--- config.mk ---
export PLATFORM = sky130hd
export DESIGN_NAME = gain_control_loop
export DESIGN_NICKNAME = d
export VERILOG_FILES = /design/src/rtl/gain_control_loop.sv
export SDC_FILE = /design/constraint.sdc
export NUM_CORES = 1
export LEC_CHECK = 0
export CAP_MARGIN = 20
export CORE_ASPECT_RATIO = 1.1
export CORE_UTILIZATION = 40
export CTS_BUF_LIST = sky130_fd_sc_hd__clkbuf_4 sky130_fd_sc_hd__clkbuf_8
export DETAILED_ROUTE_END_ITERATION = 10
export SYNTH_ARGS = -nofsm -noshare
export SYNTH_HDL_FRONTEND = slang
export SYNTH_SLANG_ARGS = --single-unit
--- constraint.sdc ---
create_clock -name clk -period 11.13 [get_ports clk]
set_input_delay 2.226 -clock clk [delete_from_list [all_inputs] [get_ports clk]]
set_output_delay 2.226 -clock clk [all_outputs]
set_load 0.05 [all_outputs]
--- src/rtl/gain_control_loop.sv ---
// Closed-loop AGC: windowed mean |din|, error integrator, piecewise-log gain code.
// Optional GAIN_LOOP_LOCK_EN adds the loop-settled lock indicator.
module gain_control_loop #(
    parameter int          INTEG_W   = 24,
    parameter logic [20:0] INIT_GAIN = 21'h0F_0000
) (
    input  logic        clk,
    input  logic        reset,
    input  logic        clkEn,
    input  logic [17:0] din,
    input  logic [16:0] setpoint,
    input  logic [3:0]  windowLog2,
    input  logic [3:0]  loopShift,
    input  logic        freeze,
    input  logic        manualEn,
    input  logic [20:0] manualGain,
    output logic [4:0]  exponent,
    output logic [15:0] mantissa,
    output logic        update,
    output logic        railHigh,
    output logic        railLow,
    output logic        lock
);

    localparam int SW  = INTEG_W + 2;
    localparam int LSB = INTEG_W - 21;
    localparam logic [INTEG_W-1:0] INIT_INTEG =
        INTEG_W'(INIT_GAIN) << LSB;
    localparam logic signed [SW-1:0] MAXV = SW'({INTEG_W{1'b1}});

    logic [16:0] absDin;
    logic [16:0] mag;
    logic        magValid;

    // Most negative input saturates to the largest magnitude
    always_comb begin
        if (din == 18'h20000)
            absDin = 17'h1ffff;
        else if (din[17])
            absDin = 17'(-din);
        else
            absDin = din[16:0];
    end

    always_ff @(posedge clk or posedge reset) begin
        if (reset) begin
            mag      <= '0;
            magValid <= 1'b0;
        end else if (clkEn) begin
            mag      <= absDin;
            magValid <= 1'b1;
        end
    end

    logic [31:0] acc;
    logic [31:0] total;
    logic [14:0] cnt;
    logic [14:0] lastCnt;
    logic [3:0]  nLat;
    logic [3:0]  nEff;
    logic        term;
    logic [16:0] avg;
    logic        avgValid;

    always_comb begin
        nEff    = (cnt == 15'd0) ? windowLog2 : nLat;
        lastCnt = 15'((16'd1 << nEff) - 16'd1);
        term    = (cnt == lastCnt);
        total   = acc + 32'(mag);
    end

    always_ff @(posedge clk or posedge reset) begin
        if (reset) begin
            acc      <= '0;
            cnt      <= '0;
            nLat     <= '0;
            avg      <= '0;
            avgValid <= 1'b0;
        end else if (clkEn) begin
            avgValid <= magValid && term;
            if (magValid) begin
                if (cnt == 15'd0)
                    nLat <= windowLog2;
                if (term) begin
                    acc <= '0;
                    cnt <= '0;
                    avg <= 17'(total >> nEff);
                end else begin
                    acc <= total;
                    cnt <= cnt + 15'd1;
                end
            end
        end
    end

    logic signed [18:0] err;
    logic               errValid;

    always_ff @(posedge clk or posedge reset) begin
        if (reset) begin
            err      <= '0;
            errValid <= 1'b0;
        end else if (clkEn) begin
            errValid <= avgValid;
            if (avgValid)
                err <= {2'b00, setpoint} - {2'b00, avg};
        end
    end

    logic signed [SW-1:0] step;
    logic signed [SW-1:0] sum;
    logic [INTEG_W-1:0]   integ;
    logic [INTEG_W-1:0]   integNext;
    logic [20:0]          gain;
    logic                 clipHi;
    logic                 clipLo;

    always_comb begin
        step      = SW'(err) >>> loopShift;
        sum       = $signed({2'b00, integ}) + step;
        clipHi    = 1'b0;
        clipLo    = 1'b0;
        integNext = sum[INTEG_W-1:0];
        if (sum[SW-1]) begin
            clipLo    = 1'b1;
            integNext = '0;
        end else if (sum > MAXV) begin
            clipHi    = 1'b1;
            integNext = '1;
        end
    end

    // Manual mode keeps the integrator tracking for a bumpless release
    always_ff @(posedge clk or posedge reset) begin
        if (reset) begin
            integ    <= INIT_INTEG;
            gain     <= INIT_GAIN;
            update   <= 1'b0;
            railHigh <= 1'b0;
            railLow  <= 1'b0;
        end else begin
            update <= 1'b0;
            if (clkEn) begin
                if (manualEn) begin
                    integ <= INTEG_W'(manualGain) << LSB;
                    gain  <= manualGain;
                end else if (errValid && !freeze) begin
                    integ    <= integNext;
                    gain     <= integNext[INTEG_W-1 -: 21];
                    update   <= 1'b1;
                    railHigh <= clipHi;
                    railLow  <= clipLo;
                end
            end
        end
    end

    assign exponent = gain[20:16];
    assign mantissa = gain[15:0];

`ifdef GAIN_LOOP_LOCK_EN
    logic [2:0]  lockCnt;
    logic        lockR;
    logic [18:0] errMag;
    logic        inBand;

    always_comb begin
        errMag = err[18] ? 19'(-err) : 19'(err);
        inBand = errMag <= {5'd0, setpoint[16:3]};
    end

    always_ff @(posedge clk or posedge reset) begin
        if (reset) begin
            lockCnt <= '0;
            lockR   <= 1'b0;
        end else if (clkEn) begin
            if (manualEn) begin
                lockCnt <= '0;
                lockR   <= 1'b0;
            end else if (errValid && !freeze) begin
                if (inBand) begin
                    if (lockCnt != 3'd4)
                        lockCnt <= lockCnt + 3'd1;
                    lockR <= (lockCnt >= 3'd3);
                end else begin
                    lockCnt <= '0;
                    lockR   <= 1'b0;
                end
            end
        end
    end

    assign lock = lockR;
`else
    assign lock = 1'b0;
`endif

endmodule

==> results.py <==
metrics = {
    "synthesis": {
        "synth.distinct_cells": 86,
        "synth_top_cells_by_area": "dfrtp_1, ha_1, nand2_1",
        "synth-warning-count": 0,
        "netlist.area_leader.share": 0.2509,
        "postSynthCellCount": 1621,
        "synthFlopType": "dfrtp_1",
        "postSynth.asyncResetShare": 1.000,
        "seq_area_frac_synth": 0.2591,
        "postSynthNetCount": 1756,
        "postSynthAreaPerCell_um2": 7.937,
        "synth_area_leader_cell": "dfrtp_1",
        "postSynthRegisterBits": 133,
        "mapped_area_mm2": 0.01287,
        "post_synth_edffs": 0,
    },
    "global_route": {
        "first_pass_grt_wire_length_mm": 60.38,
        "gr-total-overflow": 0,
        "grtUsageMet2": 0.3935,
        "number_of_antenna_violations_at_the_first_check_in_global_routing": 0,
        "grt_use_met1": 0.2864,
        "grt-busiest-layer": "met2",
        "grt_util_met3": 0.03118,
        "via_count_of_the_first_global_routing_pass": 11640,
        "track_usage": 0.2257,
        "maximum_number_of_pins_on_one_net_before_global_route_repair": 72,
    },
    "clock_network": {
        "cts_tree": "yes",
        "numCtsBuffers": 17,
        "clkLatencyLatePin_ps": 480,
        "cts_resized": 0,
        "cts.hold.buffers_added": 0,
        "cts-htree-levels": 4,
        "cts-root-to-sink-buffers": 2,
        "postCtsSetupRepairBufs": 0,
        "clockRootBuffer": "clkbuf_8",
        "numClockSinks": 133,
        "cts.clk_slew.worst_paths_ps": 80,
    },
    "sta": {
        "setup_viol": 0,
        "hold_violations": 0,
        "timing.final.crit_share": 0.6712,
        "hold_slack_ps": 487.2,
        "setup_total_negative_slack_ps": 0,
        "period_needed_ps": 7470,
        "timing.fmax_ghz": 0.1339,
        "worst-slew-pin-transition_ps": 1039,
        "worst_case_clock_skew_ps": 14.88,
        "grt_setup_unrepaired": "no",
        "slew_headroom": 0.2988,
        "report.final.slew_viol_count": 0,
    },
    "placed_design": {
        "instance_area_at_placement_mm2": 0.01382,
        "port-buffer-count": 92,
        "place_congestion": 0.8814,
        "cell_count_post_placement": 2021,
        "post-dp-hpwl_mm": 26.79,
    },
    "final_layout": {
        "layoutNonFillerInstCount": 2052,
        "mostFrequentLayoutCells": "nand2_1, nor2_1, a21oi_1, dfrtp_1, o21ai_0",
        "mostFrequentLayoutCell": "nand2_1",
        "fin_nets": 1756,
        "utilization": 0.4542,
        "synthToLayoutAreaGrowth_pct": 11.13,
        "final_design_area_no_fill_mm2": 0.01430,
        "layout-drive-gt1-share": 0.07047,
        "antenna-diode-count": 0,
    },
    "drt": {
        "vias": 11990,
        "wire_per_inst_um": 17.81,
        "vias_per_cell": 5.842,
        "drtAntennaViolNets": 0,
        "detail_route.first_pass.iterations": 6,
        "drc": 0,
        "drt_first_iter_violations": 993,
        "detail_route.wirelength_mm": 36.54,
    },
    "critical_path": {
        "kind_of_capture_point_of_the_worst_setup_path": "flop",
        "start_kind": "input port",
        "crit_path_max_fanout": 21,
        "path_class": "in2reg",
        "cp-startpoint": "loopShift[1]",
        "critical_path_required_ps": 11510,
        "data_arrival_time_at_the_worst_slack_endpoint_ps": 7850,
        "cp_slowest_stage_delay_ps": 1110,
        "crit-reg2reg-launch": "cnt[0]$_DFFE_PP0P_",
        "critPathMostFrequentCell": "a21oi_1",
        "crit_chain": "clkdlybuf4s50_1 > mux2_2 > nor2_1 > a21oi_1 > nor2b_1 > a211oi_1 > a21oi_1 > ha_1 > and3_1 > nand2_1 > o311ai_0 > a32oi_1 > a31oi_1 > a41oi_1 > a211o_1 > a21oi_1 > buf_4 > o21ai_1 > o211ai_1",
        "critical-path-slowest-cell": "clkdlybuf4s50_1",
        "r2r_setup_slack_ps": 4990,
    },
    "outcome": {
        "outcome": "finished, final reports clean",
    },
    "power_and_ir_drop": {
        "power_per_cell_area_mw_per_mm2": 170.0,
        "vdd_ir_drop_max_mv": 0.08695,
        "static-leakage-power_uw": 0.006001,
    },
    "die": {
        "start_util": 0.4087,
        "io-pin-count": 94,
        "chipWidth_um": 173,
        "floorplan.rows": 68,
        "design.die.area_mm2": 0.03289,
        "core_area_mm2": 0.03148,
        "fp.dieH_um": 190.1,
    },
    "flow_run": {
        "timing.max_cap.violations": 0,
    },
    "worst_hold_path": {
        "min-delay-start": "acc[0]$_DFFE_PP0P_",
        "class_of_the_worst_hold_path": "reg2reg",
    },
}
cell families after synthesis:
logic type,after synthesis,synth area share
AND/OR/NAND/NOR,567,0.2170
AO/OA/AOI/OAI,496,0.2465
buffers and inverters,181,0.06516
flip-flops,133,0.2591
multiplexers,93,0.08888
XOR/XNOR,84,0.05718
adder cells (fa/ha/maj),66,0.06593
other,1,0.0002915
stage by stage:
stage / power, µW / worst slack (ps)
CTS: 2441 / 3703
floorplan: 1617 / 4637
global route: 2623 / 3165
finish: 2431 / 3660
detailed placement: 1933 / 3246
global placement: 1918 / 3361
per-layer routing:
layer	vias up	routed length (µm)
met4	0	760
met1	5775	16460
met5	-	0
met3	45	1346
li1	5900	-
met2	267	17970
layout make-up:
type | instances | area, µm²
Inverter | 51 | 196.4
Multi-Input combinational cell | 1307 | 8707
Clock inverter | 12 | 227.7
Clock buffer | 18 | 241.5
Tap cell | 420 | 525.5
Fill cell | 3135 | 17180
Timing Repair Buffer | 111 | 1067
Sequential cell | 133 | 3333
critical path, delay by kind of cell:
kind            cells  cell delay [ps]
simple gates        4              560
mux                 1              430
buf+inv             2             1420
fa+ha+maj           1              390
compound gates     11             2820
report_power, final:
group	total (µW)	internal, µW	switching (µW)	leakage (µW)
sequential	640	556	84.1	0.00165
combinational	1290	532	761	0.00412
clock	498	291	207	0.000233
path summary, 6_finish.rpt:
path,endpoint,cells after the start
max,integ[9]$_DFFE_PP0P_,19
min,acc[0]$_DFFE_PP0P_,2
max reg2reg,avg[10]$_DFFE_PP0P_,17
min reg2reg,acc[0]$_DFFE_PP0P_,2
max in group asynchronous,err[0]$_DFFE_PP0P_,3
min in group asynchronous,railLow$_DFFE_PP0P_,2
Yosys cell counts (7+ instances only):
cell      number
o21a_1        10
clkbuf_1      86
and2_1        17
buf_4         26
o311ai_0       7
and3_1        49
nand3_1       38
mux2i_1       58
o31ai_1       33
a211oi_1      21
o211ai_1      27
nor2b_1       20
nand2b_1      29
nor4_1         8
o21ai_1       35
xor2_1        42
a21o_1        31
a31oi_1       20
mux2_2        20
or3_1         28
or4_1          7
o21ai_0       98
nor3_1        29
nand2_1      173
ha_1          63
dfrtp_1      129
mux4_2        14
inv_1         49
nor2_1       130
a21oi_1      129
xnor2_1       42
nand4_1       12
buf_2          8
state kept, by name, summed over array words and instances (netlist names):
name / flops
avgValid: 1
acc: 32
cnt: 15
railLow: 1
magValid: 1
errValid: 1
err: 18
integ: 24
update: 1
mag: 17
railHigh: 1
avg: 17
nLat: 4
No activity file was read; power rests on OpenSTA's default activity.
==> RTL edit, RTL diff (config.mk and constraints unchanged) <==
The parameter `INTEG_W` goes from 24 to 36.
--- a/src/rtl/gain_control_loop.sv
+++ b/src/rtl/gain_control_loop.sv
@@ -2,5 +2,5 @@
 // Optional GAIN_LOOP_LOCK_EN adds the loop-settled lock indicator.
 module gain_control_loop #(
-    parameter int          INTEG_W   = 24,
+    parameter int          INTEG_W   = 36,
     parameter logic [20:0] INIT_GAIN = 21'h0F_0000
 ) (
Function: changed (a bounded check fails within 10 cycles, from zero or initial values and one cycle with reset high).
==> RTL edit against the unedited design <==
- via count is 4.2% higher
- total power is 49% higher
- critical path depth is 1 higher
- synthesized cell count is 6.9% higher
- wire length is 0.80% higher
- setup slack worse by 0.24 ns
- clock power is 12% lower
- sequential cell count is 12 higher
- global-route usage is 1.0 points lower
- cell area is 4.8% higher
- area after synthesis is 5.6% higher
- fmax is 3.1% lower
- final cell count is 5.7% higher
- register-to-register slack worse by 0.31 ns
==> RTL edit: results (changes against the unedited design) <==
| Metric | Value |
|---|---|
| Leak Pwr | `0.00646 uW (+7.7%)` |
| Min-delay src | `acc[15]$_DFFE_PP0P_` |
| Max-slew headroom | `0.273 (-0.0261)` |
| Initial antenna violation count | `0 (unchanged)` |
| Status | `finished, final reports clean` |
| Clk slew on worst S/H paths | `0.09 ns` |
| Fraction of registers with async set/reset | `1.00 (unchanged)` |
| Critical Path AT | `8.06 ns (+0.21 ns)` |
| CTS Buf Count | `17 (unchanged)` |
| Worst-path fanout max | `23 (+9.5%)` |
| Top_reg_cell synth | `dfrtp_1` |
| Gp weighted congestion | `0.900 (+2.1%)` |
| Vias in the first global route | `11.9k (+2.4%)` |
| DR pass1 iterations | `6 (unchanged)` |
| Skew final | `0.0240 ns (+0.00910 ns)` |
| GRT Total Usage | `0.215 (-0.0104)` |
| Drt via density | `5.76 (-1.4%)` |
| Netlist cell types | `89 (+3.5%)` |
| Dpl hpwl | `27000 um (+0.68%)` |
| Launch point of the worst reg-to-reg path | `cnt[0]$_DFFE_PP0P_` |
| Share of cells above drive strength 1 | `0.0616 (-0.00883)` |
| Pin count of the biggest net entering global routing | `103 (+43%)` |
| Max VDD drop | `96.7 uV (+11%)` |
| Postcts setup bufs | `0 (unchanged)` |
| CP Launch Point | `loopShift[0]` |
| Global-route wire length before repair | `60700 um (+0.58%)` |
| Commonest cells in the synthesized netlist | `184 x nand2_1, 160 x nor2_1, 142 x a21oi_1, 142 x o21ai_0, 141 x dfrtp_1` |
| Sequential share of the synthesized area | `0.267 (+0.00826)` |
| Clock root buffer | `clkbuf_8` |
| 1st-iter DRT viols | `981 (-1.2%)` |
| Synth top area cells | `dfrtp_1 26%, ha_1 6.9%, a21oi_1 5.2%` |
| Top flop regs | `integ (36), acc (32), err (18)` |
| Wire per inst | `17.0 um (-4.6%)` |
| Nets | `1871 (+6.5%)` |
| Port Buf Inserts | `92 (unchanged)` |
| Dpl ws | `2.91 ns (-0.332 ns)` |
| Antenna fix cells | `0 (unchanged)` |
## RTL edit: changes by cell type in the layout (fill, tap and decap cells not counted), moves of 13 or more
cell and change:
nor2_1 +30, mux2i_1 -18, a21oi_1 +13, inv_1 +14
o21ai_0 +44, o21ai_1 -21
## RTL edit: layer usage
layer,vias to the layer above,track usage,wire [um]
met4,0,0.0570,614
met3,44,0.0278,1430
met5,-,0,0
li1,6263,-,-
met1,5878,0.272,16300
met2,302,0.382,18500
## RTL edit: report_power, final
group / internal, uW / switching, uW
clock network: 210 / 228
registers: 650 / 129
logic: 946 / 1450
total: 1810 / 1810
## RTL edit: metrics by stage
step	cells	utilization	hold slack, ns	instance area, um^2
final	2168	0.449	0.486	15000
after global routing	2168	0.449	0.511	15000
after CTS	2167	0.448	0.489	15000
after detailed placement	2136	0.436	0.471	14600
after global placement	2134	0.436	0.466	14500
after floorplan	1733	-	0.449	13600
## RTL edit: cell families after synthesis
group,count (synthesis),share of synthesized area
DFF,145,0.267
xor gates and xnor gates,84,0.0541
AOI/OAI and AO/OA,563,0.262
muxes,69,0.0654
other,1,0.000276
adders and majority gates,78,0.0735
buffers and inverters,201,0.0647
and+or+nand+nor,592,0.212
## RTL edit: final cells by class
class	instances	area [um^2]
multi-input combinational	1387	9090
inverter	65	249
clock inverter	12	133
clock buffer	19	262
tap	432	541
fill	3295	18400
sequential	145	3630
timing repair buffer	108	1070
## RTL edit: critical path: stages
cell and delay (ns):
clkdlybuf4s50_1 0.94, mux4_2 0.61, nand2_1 0.08, o21ai_0 0.13, nand2_1 0.11, o21ai_0 0.11, ha_1 0.25, fa_1 0.42
a211oi_1 0.26, o21ai_0 0.16, a41o_1 0.30, o21ai_0 0.50, o21ai_0 0.21, o21ai_0 0.33, o21ai_0 0.17, nand3b_1 0.10
nand4_1 0.46, buf_4 0.43, a21oi_1 0.14, o21ai_0 0.08
## RTL edit: final timing paths
| kind | endpoint | slack [ns] | cells after the start |
|---|---|---|---|
| setup / recovery | integ[7]$_DFFE_PP0P_ | 3.42 | 20 |
| hold / removal | acc[15]$_DFFE_PP0P_ | 0.49 | 2 |
| setup reg to reg | avg[13]$_DFFE_PP0P_ | 4.68 | 18 |
| hold reg to reg | acc[15]$_DFFE_PP0P_ | 0.49 | 2 |
| max in group asynchronous | mag[11]$_DFFE_PP0P_ | 7.57 | 3 |
| min in group asynchronous | integ[18]$_DFFE_PP0P_ | 2.32 | 2 |
